File: src/rtl/keypad_entry_buffer.sv
// keypad_entry_buffer: synchronised, debounced keypad front end feeding a
// calculator-style BCD shift buffer with a sequential Horner BCD-to-binary converter.
module keypad_entry_buffer #(
   parameter int unsigned NUM_DIGITS      = 4,
   parameter int unsigned VALUE_W         = 14,
   parameter int unsigned DEBOUNCE_CYCLES = 4
) (
   input  logic                                clk,
   input  logic                                reset_n,
   input  logic [9:0]                          key_digit,
   input  logic                                key_back,
   input  logic                                key_clear,
   input  logic                                key_enter,
   output logic [4*NUM_DIGITS-1:0]             digits_bcd,
   output logic [$clog2(NUM_DIGITS+1)-1:0]     digit_count,
   output logic [VALUE_W-1:0]                  value,
   output logic                                busy,
   output logic [VALUE_W-1:0]                  value_out,
   output logic                                value_valid,
   output logic                                overflow,
   output logic                                key_error
);

   localparam int unsigned KEY_W   = 13;
   localparam int unsigned BUF_W   = 4 * NUM_DIGITS;
   localparam int unsigned CNT_W   = $clog2(NUM_DIGITS + 1);
   localparam int unsigned IDX_W   = $clog2(NUM_DIGITS);
   localparam int unsigned DB_W    = (DEBOUNCE_CYCLES > 1) ? $clog2(DEBOUNCE_CYCLES) : 1;
   localparam int unsigned K_BACK  = 10;
   localparam int unsigned K_CLEAR = 11;
   localparam int unsigned K_ENTER = 12;

   typedef enum logic {IDLE = 1'b0, CONV = 1'b1} state_e;

   logic [KEY_W-1:0]   raw_keys_c;
   logic [KEY_W-1:0]   sync1_q, s2_q, s2_prev_q;
   logic [DB_W-1:0]    db_cnt_q, db_cnt_d;
   logic [KEY_W-1:0]   db_q, db_d;
   logic [KEY_W-1:0]   ev_q;

   state_e             state_q, state_d;
   logic [BUF_W-1:0]   buf_q, buf_d;
   logic [CNT_W-1:0]   cnt_q, cnt_d;
   logic [VALUE_W-1:0] value_q, value_d;
   logic [VALUE_W-1:0] value_out_q, value_out_d;
   logic [VALUE_W-1:0] acc_q, acc_d, acc_next_c;
   logic [IDX_W-1:0]   idx_q, idx_d;
   logic               busy_q, busy_d;
   logic               vv_q, vv_d;
   logic               ov_q, ov_d;
   logic               ke_q, ke_d;
   logic [3:0]         ndig_c;
   logic [3:0]         dig_c;

   assign raw_keys_c = {key_enter, key_clear, key_back, key_digit};

   // Synchroniser, stability tracking, debounced vector and rising-edge events
   always_ff @(posedge clk or negedge reset_n) begin
      if (!reset_n) begin
         sync1_q   <= '0;
         s2_q      <= '0;
         s2_prev_q <= '0;
         db_cnt_q  <= '0;
         db_q      <= '0;
         ev_q      <= '0;
      end else begin
         sync1_q   <= raw_keys_c;
         s2_q      <= sync1_q;
         s2_prev_q <= s2_q;
         db_cnt_q  <= db_cnt_d;
         db_q      <= db_d;
         ev_q      <= db_d & ~db_q;
      end
   end

   // Accept the synchronised vector once it has been equal for DEBOUNCE_CYCLES edges
   always_comb begin
      db_cnt_d = db_cnt_q;
      db_d     = db_q;
      if (s2_q != s2_prev_q) begin
         db_cnt_d = '0;
      end else if (db_cnt_q == DB_W'(DEBOUNCE_CYCLES - 1)) begin
         db_d = s2_q;
      end else begin
         db_cnt_d = db_cnt_q + DB_W'(1);
      end
   end

   // FSM state and datapath registers
   always_ff @(posedge clk or negedge reset_n) begin
      if (!reset_n) begin
         state_q     <= IDLE;
         buf_q       <= '0;
         cnt_q       <= '0;
         value_q     <= '0;
         value_out_q <= '0;
         acc_q       <= '0;
         idx_q       <= '0;
         busy_q      <= 1'b0;
         vv_q        <= 1'b0;
         ov_q        <= 1'b0;
         ke_q        <= 1'b0;
      end else begin
         state_q     <= state_d;
         buf_q       <= buf_d;
         cnt_q       <= cnt_d;
         value_q     <= value_d;
         value_out_q <= value_out_d;
         acc_q       <= acc_d;
         idx_q       <= idx_d;
         busy_q      <= busy_d;
         vv_q        <= vv_d;
         ov_q        <= ov_d;
         ke_q        <= ke_d;
      end
   end

   // Event decode with CLEAR > ENTER > BACK > digit priority, and Horner conversion
   always_comb begin
      state_d     = state_q;
      buf_d       = buf_q;
      cnt_d       = cnt_q;
      value_d     = value_q;
      value_out_d = value_out_q;
      acc_d       = acc_q;
      idx_d       = idx_q;
      vv_d        = 1'b0;
      ov_d        = 1'b0;
      ke_d        = 1'b0;
      ndig_c      = 4'd0;
      dig_c       = 4'd0;
      acc_next_c  = acc_q * VALUE_W'(10) + VALUE_W'(buf_q[{idx_q, 2'b00} +: 4]);

      for (int i = 0; i < 10; i++) begin
         if (ev_q[i]) begin
            ndig_c = ndig_c + 4'd1;
            dig_c  = 4'(i);
         end
      end

      case (state_q)
         IDLE: begin
            if (ev_q[K_CLEAR]) begin
               buf_d   = '0;
               cnt_d   = '0;
               value_d = '0;
            end else if (ev_q[K_ENTER]) begin
               if (cnt_q != '0) begin
                  value_out_d = value_q;
                  vv_d        = 1'b1;
                  buf_d       = '0;
                  cnt_d       = '0;
                  value_d     = '0;
               end
            end else if (ev_q[K_BACK]) begin
               if (cnt_q != '0) begin
                  buf_d   = buf_q >> 4;
                  cnt_d   = cnt_q - CNT_W'(1);
                  acc_d   = '0;
                  idx_d   = IDX_W'(NUM_DIGITS - 1);
                  state_d = CONV;
               end
            end else if (ndig_c > 4'd1) begin
               ke_d = 1'b1;
            end else if (ndig_c == 4'd1) begin
               if (cnt_q == CNT_W'(NUM_DIGITS)) begin
                  ov_d = 1'b1;
               end else begin
                  buf_d   = {buf_q[BUF_W-5:0], dig_c};
                  cnt_d   = cnt_q + CNT_W'(1);
                  acc_d   = '0;
                  idx_d   = IDX_W'(NUM_DIGITS - 1);
                  state_d = CONV;
               end
            end
         end
         CONV: begin
            ke_d  = |ev_q;
            acc_d = acc_next_c;
            if (idx_q == '0) begin
               value_d = acc_next_c;
               state_d = IDLE;
            end else begin
               idx_d = idx_q - IDX_W'(1);
            end
         end
         default: state_d = IDLE;
      endcase

      busy_d = (state_d == CONV);
   end

   assign digits_bcd  = buf_q;
   assign digit_count = cnt_q;
   assign value       = value_q;
   assign busy        = busy_q;
   assign value_out   = value_out_q;
   assign value_valid = vv_q;
   assign overflow    = ov_q;
   assign key_error   = ke_q;

endmodule

File: config.mk
export PLATFORM = sky130hd
export DESIGN_NAME = keypad_entry_buffer
export DESIGN_NICKNAME = d
export VERILOG_FILES = /design/src/rtl/keypad_entry_buffer.sv
export SDC_FILE = /design/constraint.sdc
export NUM_CORES = 1
export LEC_CHECK = 0
export BUFFER_PORTS_ARGS = -buffer_cell sky130_fd_sc_hd__buf_2
export CORE_MARGIN = 3
export CORE_UTILIZATION = 35
export DETAILED_ROUTE_END_ITERATION = 8
export PLACE_DENSITY = 0.59
export SYNTH_ARGS = -nofsm -noshare
export SYNTH_HDL_FRONTEND = slang
export SYNTH_SLANG_ARGS = --single-unit
File: constraint.sdc
create_clock -name clk -period 8.4 [get_ports clk]
set_clock_uncertainty 0.2 [all_clocks]
set_input_delay 0.42 -clock clk [delete_from_list [all_inputs] [get_ports clk]]
set_output_delay 0.42 -clock clk [all_outputs]
set_load 0.05 [all_outputs]
==> results of run 1 <==
==> layer usage <==
metal / GRT usage [%] / vias to the layer above
met5: 0 / -
met4: 4.75 / 0
met3: 3.53 / 8
met2: 23.8 / 78
met1: 17.9 / 2365
li1: - / 2338
==> per-stage QoR <==
stage	cells	worst slack [ns]	util, %
after detailed placement	938	1.42	39.0
after global placement	938	1.77	39.0
final	984	1.41	43.0
after floorplan	632	2.36	-
after CTS	984	1.40	43.0
after global routing	984	0.916	43.0
==> registers in the layout (all words and copies together), names as in the netlist <==
register,flops
db_cnt_q,2
s2_q,13
overflow,1
value_out,14
idx_q,2
busy,1
value,14
digits_bcd,16
db_q,13
value_valid,1
s2_prev_q,13
sync1_q,13
key_error,1
ev_q,13
acc_q,13
digit_count,3
==> where the power goes <==
part,switching (mW),total [mW],internal [mW]
combinational,0.0155,0.0266,0.0111
sequential,0.00595,0.656,0.650
clock,0.326,0.752,0.427
==> cells in the final DEF, fill, tap and decap left out, types with 5 or more instances in the layout <==
cell,synthesis,final
or3_1,7,7
xnor2_1,26,26
mux2i_1,17,17
inv_6,0,6
o21ai_0,34,34
nor3_1,6,6
inv_1,26,26
buf_2,2,64
dfrtp_1,133,133
nand2b_1,15,15
nand2_1,100,100
ha_1,34,34
a21oi_1,12,12
dlygate4sd3_1,0,14
nand4_1,5,5
xor2_1,18,18
mux2_2,23,23
o21a_1,9,9
nor2_1,42,42
clkbuf_16,0,17
nand3_1,11,11
nor3b_1,15,15
==> timing repair <==
action                    4_1_cts  5_1_grt
resized for setup               0        0
hold buffers                   14        0
hold endpoints to repair       43        0
==> logic make-up after synthesis <==
| group | count (synthesis) | synth area share [%] |
|---|---|---|
| buffers and inverters | 48 | 2.80 |
| muxes | 48 | 8.54 |
| DFF | 133 | 49.0 |
| adders and majority gates | 37 | 7.15 |
| and+or+nand+nor | 227 | 16.1 |
| xor gates and xnor gates | 50 | 7.58 |
| AOI/OAI and AO/OA | 89 | 8.79 |
==> worst max path at each step <==
stage / startpoint / to / slack, ns
CTS: ev_q[1] / digits_bcd[3] / 1.40
floorplan: ev_q[1] / digits_bcd[10] / 2.36
finish: ev_q[0] / digits_bcd[3] / 1.41
global placement: ev_q[0] / digits_bcd[5] / 1.77
global route: ev_q[0] / digits_bcd[3] / 0.92
detailed placement: ev_q[1] / digits_bcd[1] / 1.42
==> worst max-delay path, delay by kind of cell, from the launching register on <==
family / cells / cell delay (ns)
and+or+nand+nor: 10 / 1.02
adders and majority gates: 8 / 2.38
AOI/OAI and AO/OA: 7 / 1.56
muxes: 2 / 0.62
buffers and inverters: 2 / 0.14
xor gates and xnor gates: 2 / 0.60
DFF: 1 / 0.35
==> final cells by class <==
| class | instances | area, um^2 |
|---|---|---|
| clock buffers | 17 | 425 |
| clock inverters | 15 | 181 |
| fillers | 1817 | 10800 |
| inverters | 26 | 97.6 |
| multi-input cells | 451 | 3270 |
| flip-flops and latches | 133 | 3330 |
| well taps | 260 | 325 |
| repair buffers | 82 | 490 |
==> reports/results.env, run 1 <==
CLK_PATH_BUF_DEPTH=2
SYNTH_TOP_AREA_SHARE_PCT=49.0
TIMING.CRITICAL_PATH.SLOWEST_STAGE_CELL='o31ai_4'
CRIT_PATH_END_KIND='flip-flop'
SYNTH_AREA_LEADER_CELL='dfrtp_1'
FIRSTDRTPASSITERS=4
SYNTH_ASYNC_SR_FLOP_SHARE_PCT=100
SYNTH_COMMONEST_CELLS='dfrtp_1 (133), nand2_1 (100), nor2_1 (42), ha_1 (34), o21ai_0 (34)'
WORST_SETUP_START_KIND='flip-flop'
WORST-ENDPOINT-ARRIVAL_NS=7.10
WL_UM=14500
CRITICAL_PATH.MOST_COMMON_CELL='ha_1'
WL_MET1_UM=6510
TOTALNEGATIVESETUPSLACK_NS=0
FIRST_GLOBAL_VIAS=4840
DRV_CAP=0
CPPEAKSTAGEDELAY_NS=0.82
RSZ0062_AT_GRT='false'
SYNTH.DISTINCT_CELLS=65
SEQ_AREA_FRAC_SYNTH_PCT=49.0
FINAL-HOLD-VIOLATION-COUNT=0
DIE_HEIGHT_UM=145
RELATIVE_AREA_CHANGE_FROM_SYNTHESIS_TO_FINAL_LAYOUT_PCT=19.6
PLACED_CELL_AREA_UM2=7370
WORST_R2R_PATH_DEPTH=31
SYN_INST=632
SYNTH.MOST_COMMON_CELL='dfrtp_1'
CLKSINKCOUNT=133
SYNTHESIS.NETS=684
CRITICAL_PATH.REG2REG.ENDPOINT='digits_bcd[3]'
POSTSYNTHAREAPERCELL_UM2=10.7
DR_TOTAL_VIAS=4789
R2R_START='ev_q[0]'
SYNTHFLOPTYPE='dfrtp_1'
HIGHEST_ATTAINABLE_CLOCK_FREQUENCY_MHz=143
POWER_PER_CELL_AREA_nW_PER_UM2=177
ROUTED-WL-MET3_UM=520
ROOT_BUFFER='clkbuf_16'
FINALWEIGHTEDCONGESTION=0.826
ROUTEDWLPERCELL_UM=14.7
ROUTED.TOP_LAYER='met4'
OVERFLOW=0
STDCELL_AREA_UM2=8120
WORST_IR_DROP_VDD_mV=0.141
WORSTSKEWPAIRLATENCY_NS=0.43
CRIT_TYPE='reg -> reg'
MAX_FO_CRITICAL_PATH=18
HP-START='sync1_q[4]'
ANTENNA_CELLS_INSERTED=0
FIRST_PASS_GRT_WIRE_LENGTH_UM=24500
NETLIST_AREA_UM2=6790
IO_BUFFERS=65
CLOCK_PERIOD_MINUS_WORST_SLACK_NS=6.99
TOP_LEVEL_PORTS=66
ANTENNA_FOUND_INITIAL=0
ROWS=50
CTS.HTREE.LEVELS=4
DETAIL-ROUTE-ANTENNA-NETS=0
SETUP_VIOL_COUNT_FINAL=0
SYNTH_SEQ_CELLS=133
DRT_ITER0_MARKERS=223
WORSTHOLDPATHTYPE='reg -> reg'
GRTUSAGETOTAL_PCT=14.2
STATUS='complete, no violations'
YOSYS-TOP-CELLS-AREA='dfrtp_1 (49%), ha_1 (6.3%), nand2_1 (5.5%), mux2_2 (3.8%), xnor2_1 (3.4%)'
TOTALPOWERFINAL_mW=1.43
FINAL_MAX_SLEW_VIOL_COUNT=0
DRC=0
WORST_HOLD_PATH.NUM_CELLS=0
FINAL_NETS=763
CTS_MADE_BUFFERS=17
FINALCRITPERIODSHARE_PCT=83.3
START_UTIL_PCT=35.9
CTS_TREE='built'
WORST_SETUP_HOLD_PATH_CLK_SLEW_NS=0.07
VIA_PER_INST=4.87
TIMING_WORST_SLEW_PIN_VALUE_NS=1.04
PIN_COUNT_OF_THE_BIGGEST_NET_ENTERING_GLOBAL_ROUTING=76
WORST_HOLD_PATH.ENDPOINT='s2_q[4]'
CRITPATHREQUIREDTIME_NS=8.50
NUMBER_OF_POST_CTS_SETUP_REPAIR_BUFFERS=0
DIE-AREA_UM2=21100
RELSLEWSLACK_PCT=30.9
YOSYS_WARNINGS=0
FLOORPLAN.DIE.WIDTH_UM=145
SHARE_OF_CELLS_ABOVE_DRIVE_STRENGTH_1_PCT=20.0
HOLD_SLACK_NS=0.139
TIMING.REG2REG.SETUP_SLACK_NS=1.41
SYNTH_EDF_COUNT=0
PLACE.DETAILED.HPWL_UM=10400
P_LEAK_nW=4.07
WL_MET2_UM=7290
FLOORPLAN.CORE_AREA_UM2=18900
(Power assumes the default switching activity.)
==> run 2: changes to the inputs <==
--- a/config.mk
+++ b/config.mk
@@ -5,6 +5,7 @@
 export SDC_FILE = /design/constraint.sdc
 export NUM_CORES = 1
 export LEC_CHECK = 0
+export ABC_AREA = 1
 export BUFFER_PORTS_ARGS = -buffer_cell sky130_fd_sc_hd__buf_2
 export CORE_MARGIN = 3
 export CORE_UTILIZATION = 35
==> constraint.sdc (replaced) <==
create_clock -name clk -period 6.85 [get_ports clk]
set_clock_uncertainty 0.2 [all_clocks]
set_input_delay 0.3425 -clock clk [delete_from_list [all_inputs] [get_ports clk]]
set_output_delay 0.3425 -clock clk [all_outputs]
set_load 0.05 [all_outputs]
==> run 2 against run 1 <==
Wire length down 5.3%. Highest routed layer unchanged. Combinational power is 32% higher. Synthesized cell count increased by 25%.
==> reports/results.env, run 2 <==
TOTALNEGATIVESETUPSLACK_NS=0  # unchanged
CRIT_FAMILY='simple AND/OR/NAND/NOR gates'  # was adder cells
RELSLEWSLACK_PCT=29.1  # was 30.9%
TOP_LEVEL_PORTS=66  # unchanged
START_UTIL_PCT=36.1  # was 35.9%
WORST_IR_DROP_VDD_mV=0.257  # was 0.141 mV
SYNTH.MOST_COMMON_CELL='nand2_1'  # was dfrtp_1
FIRSTDRTPASSITERS=5  # was 4
FIRST_PASS_GRT_WIRE_LENGTH_UM=23900  # was 24,500 um
DRV_CAP=0  # unchanged
SETUP_VIOL_COUNT_FINAL=0  # unchanged
IO_BUFFERS=65  # unchanged
DRT_ITER0_MARKERS=254  # was 223
WORST-ENDPOINT-ARRIVAL_NS=6.09  # was 7.10 ns
CPPEAKSTAGEDELAY_NS=0.47  # was 0.82 ns
CRIT_TYPE='reg -> reg'  # unchanged
SYN_INST=792  # was 632
FINALWEIGHTEDCONGESTION=0.822  # was 0.826
FILL_CELLS=1841  # was 1,817
WORST_SETUP_START_KIND='flip-flop'  # unchanged
MOSTFREQUENTLAYOUTCELLS='nand2_1 (216), dfrtp_1 (133), inv_1 (79)'  # was dfrtp_1 (133), nand2_1 (100), buf_2 (64)
SHARE_OF_CELLS_ABOVE_DRIVE_STRENGTH_1_PCT=19.7  # was 20.0%
WORST_SETUP_HOLD_PATH_CLK_SLEW_NS=0.06  # was 0.07 ns
FIRST_GLOBAL_VIAS=4939  # was 4,840
ROUTEDWLPERCELL_UM=12.0  # was 14.7 um
FLOORPLAN.DIE.WIDTH_UM=146  # was 145 um
POWER_PER_CELL_AREA_nW_PER_UM2=226  # was 177 nW/um^2
POST_PLACEMENT_WORST_SETUP_SLACK_NS=0.815  # was 1.42 ns
RELATIVE_AREA_CHANGE_FROM_SYNTHESIS_TO_FINAL_LAYOUT_PCT=19.7  # was 19.6%
SYNTH_AREA_LEADER_CELL='dfrtp_1'  # unchanged
CRIT_PATH_END_KIND='flip-flop'  # unchanged
CRITPATHREQUIREDTIME_NS=6.93  # was 8.50 ns
TIMING_WORST_SLEW_PIN_VALUE_NS=1.06  # was 1.04 ns
SYNTHFLOPTYPE='dfrtp_1'  # unchanged
CTS_MADE_BUFFERS=17  # unchanged
ROWS=50  # unchanged
CLK_PATH_BUF_DEPTH=2  # unchanged
VIA_PER_INST=4.52  # was 4.87
TIMING.CRITICAL_PATH.BUF_INV=4  # was 2
MAX_FO_CRITICAL_PATH=38  # was 18
FINAL-HOLD-VIOLATION-COUNT=0  # unchanged
DRC=0  # unchanged
WORST_HOLD_PATH.ENDPOINT='s2_q[1]'  # was s2_q[4]
RSZ0062_AT_GRT='false'  # unchanged
FINAL_NETS=924  # was 763
WORSTHOLDPATHTYPE='reg -> reg'  # unchanged
CTS_REPAIR_RESIZE_COUNT=0  # unchanged
CTS.HTREE.LEVELS=4  # unchanged
SYNTH_EDF_COUNT=0  # unchanged
HOLDBUFCOUNTCTS=14  # unchanged
SYNTH.DISTINCT_CELLS=39  # was 65
SYNTH_COMMONEST_CELLS='nand2_1 (216), dfrtp_1 (133), inv_1 (79), o21ai_0 (53), nor2_1 (45)'  # was dfrtp_1 (133), nand2_1 (100), nor2_1 (42), ha_1 (34), o21ai_0 (34)
HP-START='sync1_q[1]'  # was sync1_q[4]
TIMING.CRITICAL_PATH.SLOWEST_STAGE_CELL='nand2_2'  # was o31ai_4
SYNTHESIS.NETS=844  # was 684
ROOT_BUFFER='clkbuf_16'  # unchanged
LARGEST_REG_FLOPS=16  # unchanged
PIN_COUNT_OF_THE_BIGGEST_NET_ENTERING_GLOBAL_ROUTING=68  # was 76
CLKSINKCOUNT=133  # unchanged
ANTENNA_FOUND_INITIAL=0  # unchanged
WORST_HOLD_PATH.NUM_CELLS=0  # unchanged
LAYOUT.CELLS.MOST_COMMON='nand2_1'  # was dfrtp_1
AREA.SEQUENTIAL_UM2=3330  # unchanged
SYNTH_TOP_AREA_SHARE_PCT=48.7  # was 49.0%
NETLIST_AREA_UM2=6840  # was 6790 um^2
ANTENNA_CELLS_INSERTED=0  # unchanged
PLACE.DETAILED.HPWL_UM=9840  # was 10,400 um
OVERFLOW=0  # unchanged
STATUS='complete, no violations'  # unchanged
YOSYS_WARNINGS=0  # unchanged
FINAL_MAX_SLEW_VIOL_COUNT=0  # unchanged
GRTUSAGETOTAL_PCT=13.7  # was 14.2%
WORSTSKEWPAIRLATENCY_NS=0.42  # was 0.43 ns
WL_UM=13700  # was 14,500 um
YOSYS-TOP-CELLS-AREA='dfrtp_1 (49%), nand2_1 (12%), ha_1 (6.2%), inv_1 (4.3%), o21ai_0 (3.9%)'  # was dfrtp_1 (49%), ha_1 (6.3%), nand2_1 (5.5%), mux2_2 (3.8%), xnor2_1 (3.4%)
SEQ_AREA_FRAC_SYNTH_PCT=48.7  # was 49.0%
FINALCRITPERIODSHARE_PCT=87.7  # was 83.3%
DR_TOTAL_VIAS=5172  # was 4,789
SYNTH_SEQ_CELLS=133  # unchanged
HIGHEST_ATTAINABLE_CLOCK_FREQUENCY_MHz=166  # was 143 MHz
SYNTH_ASYNC_SR_FLOP_SHARE_PCT=100  # unchanged
CLOCK_PERIOD_MINUS_WORST_SLACK_NS=6.01  # was 6.99 ns
FLOORPLAN.CORE_AREA_UM2=19000  # was 18,900 um^2
CRITICAL_PATH.MOST_COMMON_CELL='nand2_1'  # was ha_1
TIMING.REG2REG.SETUP_SLACK_NS=0.84  # was 1.41 ns
NUMBER_OF_POST_CTS_SETUP_REPAIR_BUFFERS=0  # unchanged
CTS_TREE='built'  # unchanged
MULTI_INPUT_COMB_AREA_UM2=3060  # was 3270 um^2
POSTSYNTHAREAPERCELL_UM2=8.63  # was 10.7 um^2
R2R_START='ev_q[1]'  # was ev_q[0]
DETAIL-ROUTE-ANTENNA-NETS=0  # unchanged
FINAL_CORE_UTILIZATION_PCT=43.2  # was 43.0%
WORST_R2R_PATH_DEPTH=34  # was 31
CRITICAL_PATH.REG2REG.ENDPOINT='digits_bcd[14]'  # was digits_bcd[3]
DIE-AREA_UM2=21200  # was 21,100 um^2
LAYOUT_SETUP_WS_NS=0.843  # was 1.41 ns
P_LEAK_nW=4.31  # was 4.07 nW
DIE_HEIGHT_UM=146  # was 145 um
-- run 2: power breakdown --
group | switching, mW | internal, mW
Combinational | 0.0220 | 0.0131
Sequential | 0.00537 | 0.797
Clock | 0.361 | 0.652
-- run 2: routing by layer --
metal  GRT usage [%]  vias up  part of all wire (%)  wire [um]
met5               0        -                     0          0
met4            3.99        0                  0.61         84
met3            3.83        8                   4.9        672
met2            20.9       81                    44       6050
met1            19.0     2368                    50       6910
li1                -     2715                     -          -
-- run 2: cells by family (layout without fill, tap and decap cells) --
kind of cell | after synthesis | after routing | share of synthesized area, %
AND/OR/NAND/NOR | 376 | 376 | 25.4
flip-flops | 133 | 133 | 48.7
AO/OA/AOI/OAI | 119 | 119 | 9.81
buffers and inverters | 108 | 201 | 6.59
adder cells (fa/ha/maj) | 37 | 37 | 7.10
XOR/XNOR | 19 | 19 | 2.43
-- run 2: worst max-delay path by stage --
stage | start | to | depth (start not counted)
floorplan | ev_q[1] | digits_bcd[11] | 36
global placement | ev_q[1] | digits_bcd[14] | 34
detailed placement | ev_q[1] | digits_bcd[14] | 34
CTS | ev_q[1] | digits_bcd[14] | 34
global route | ev_q[1] | digits_bcd[1] | 34
finish | ev_q[1] | digits_bcd[14] | 34
-- run 2: area by class of cell --
cell class | instances | share of cell area, %
tap | 260 | 3.98
multi-input combinational | 551 | 37.4
sequential | 133 | 40.7
clock inverter | 14 | 2.74
clock buffer | 18 | 5.25
inverter | 88 | 4.04
timing repair buffer | 81 | 5.95
-- run 2: per-stage QoR --
stage	std cells	power [mW]	hold WS (ns)	area (um^2)
after global routing	1145	1.92	0.152	8180
after CTS	1145	1.88	0.146	8180
after floorplan	792	0.824	-0.153	6840
after detailed placement	1099	0.848	0.136	7390
final	1145	1.85	0.144	8180
after global placement	1099	0.847	0.132	7390
-- run 2: worst reg2reg max path, delay by kind of cell (launching register included) --
family	cells	cell delay, ns
AND/OR/NAND/NOR	20	2.62
flip-flops	1	0.37
AO/OA/AOI/OAI	2	0.18
buffers and inverters	4	0.23
adder cells (fa/ha/maj)	8	2.26
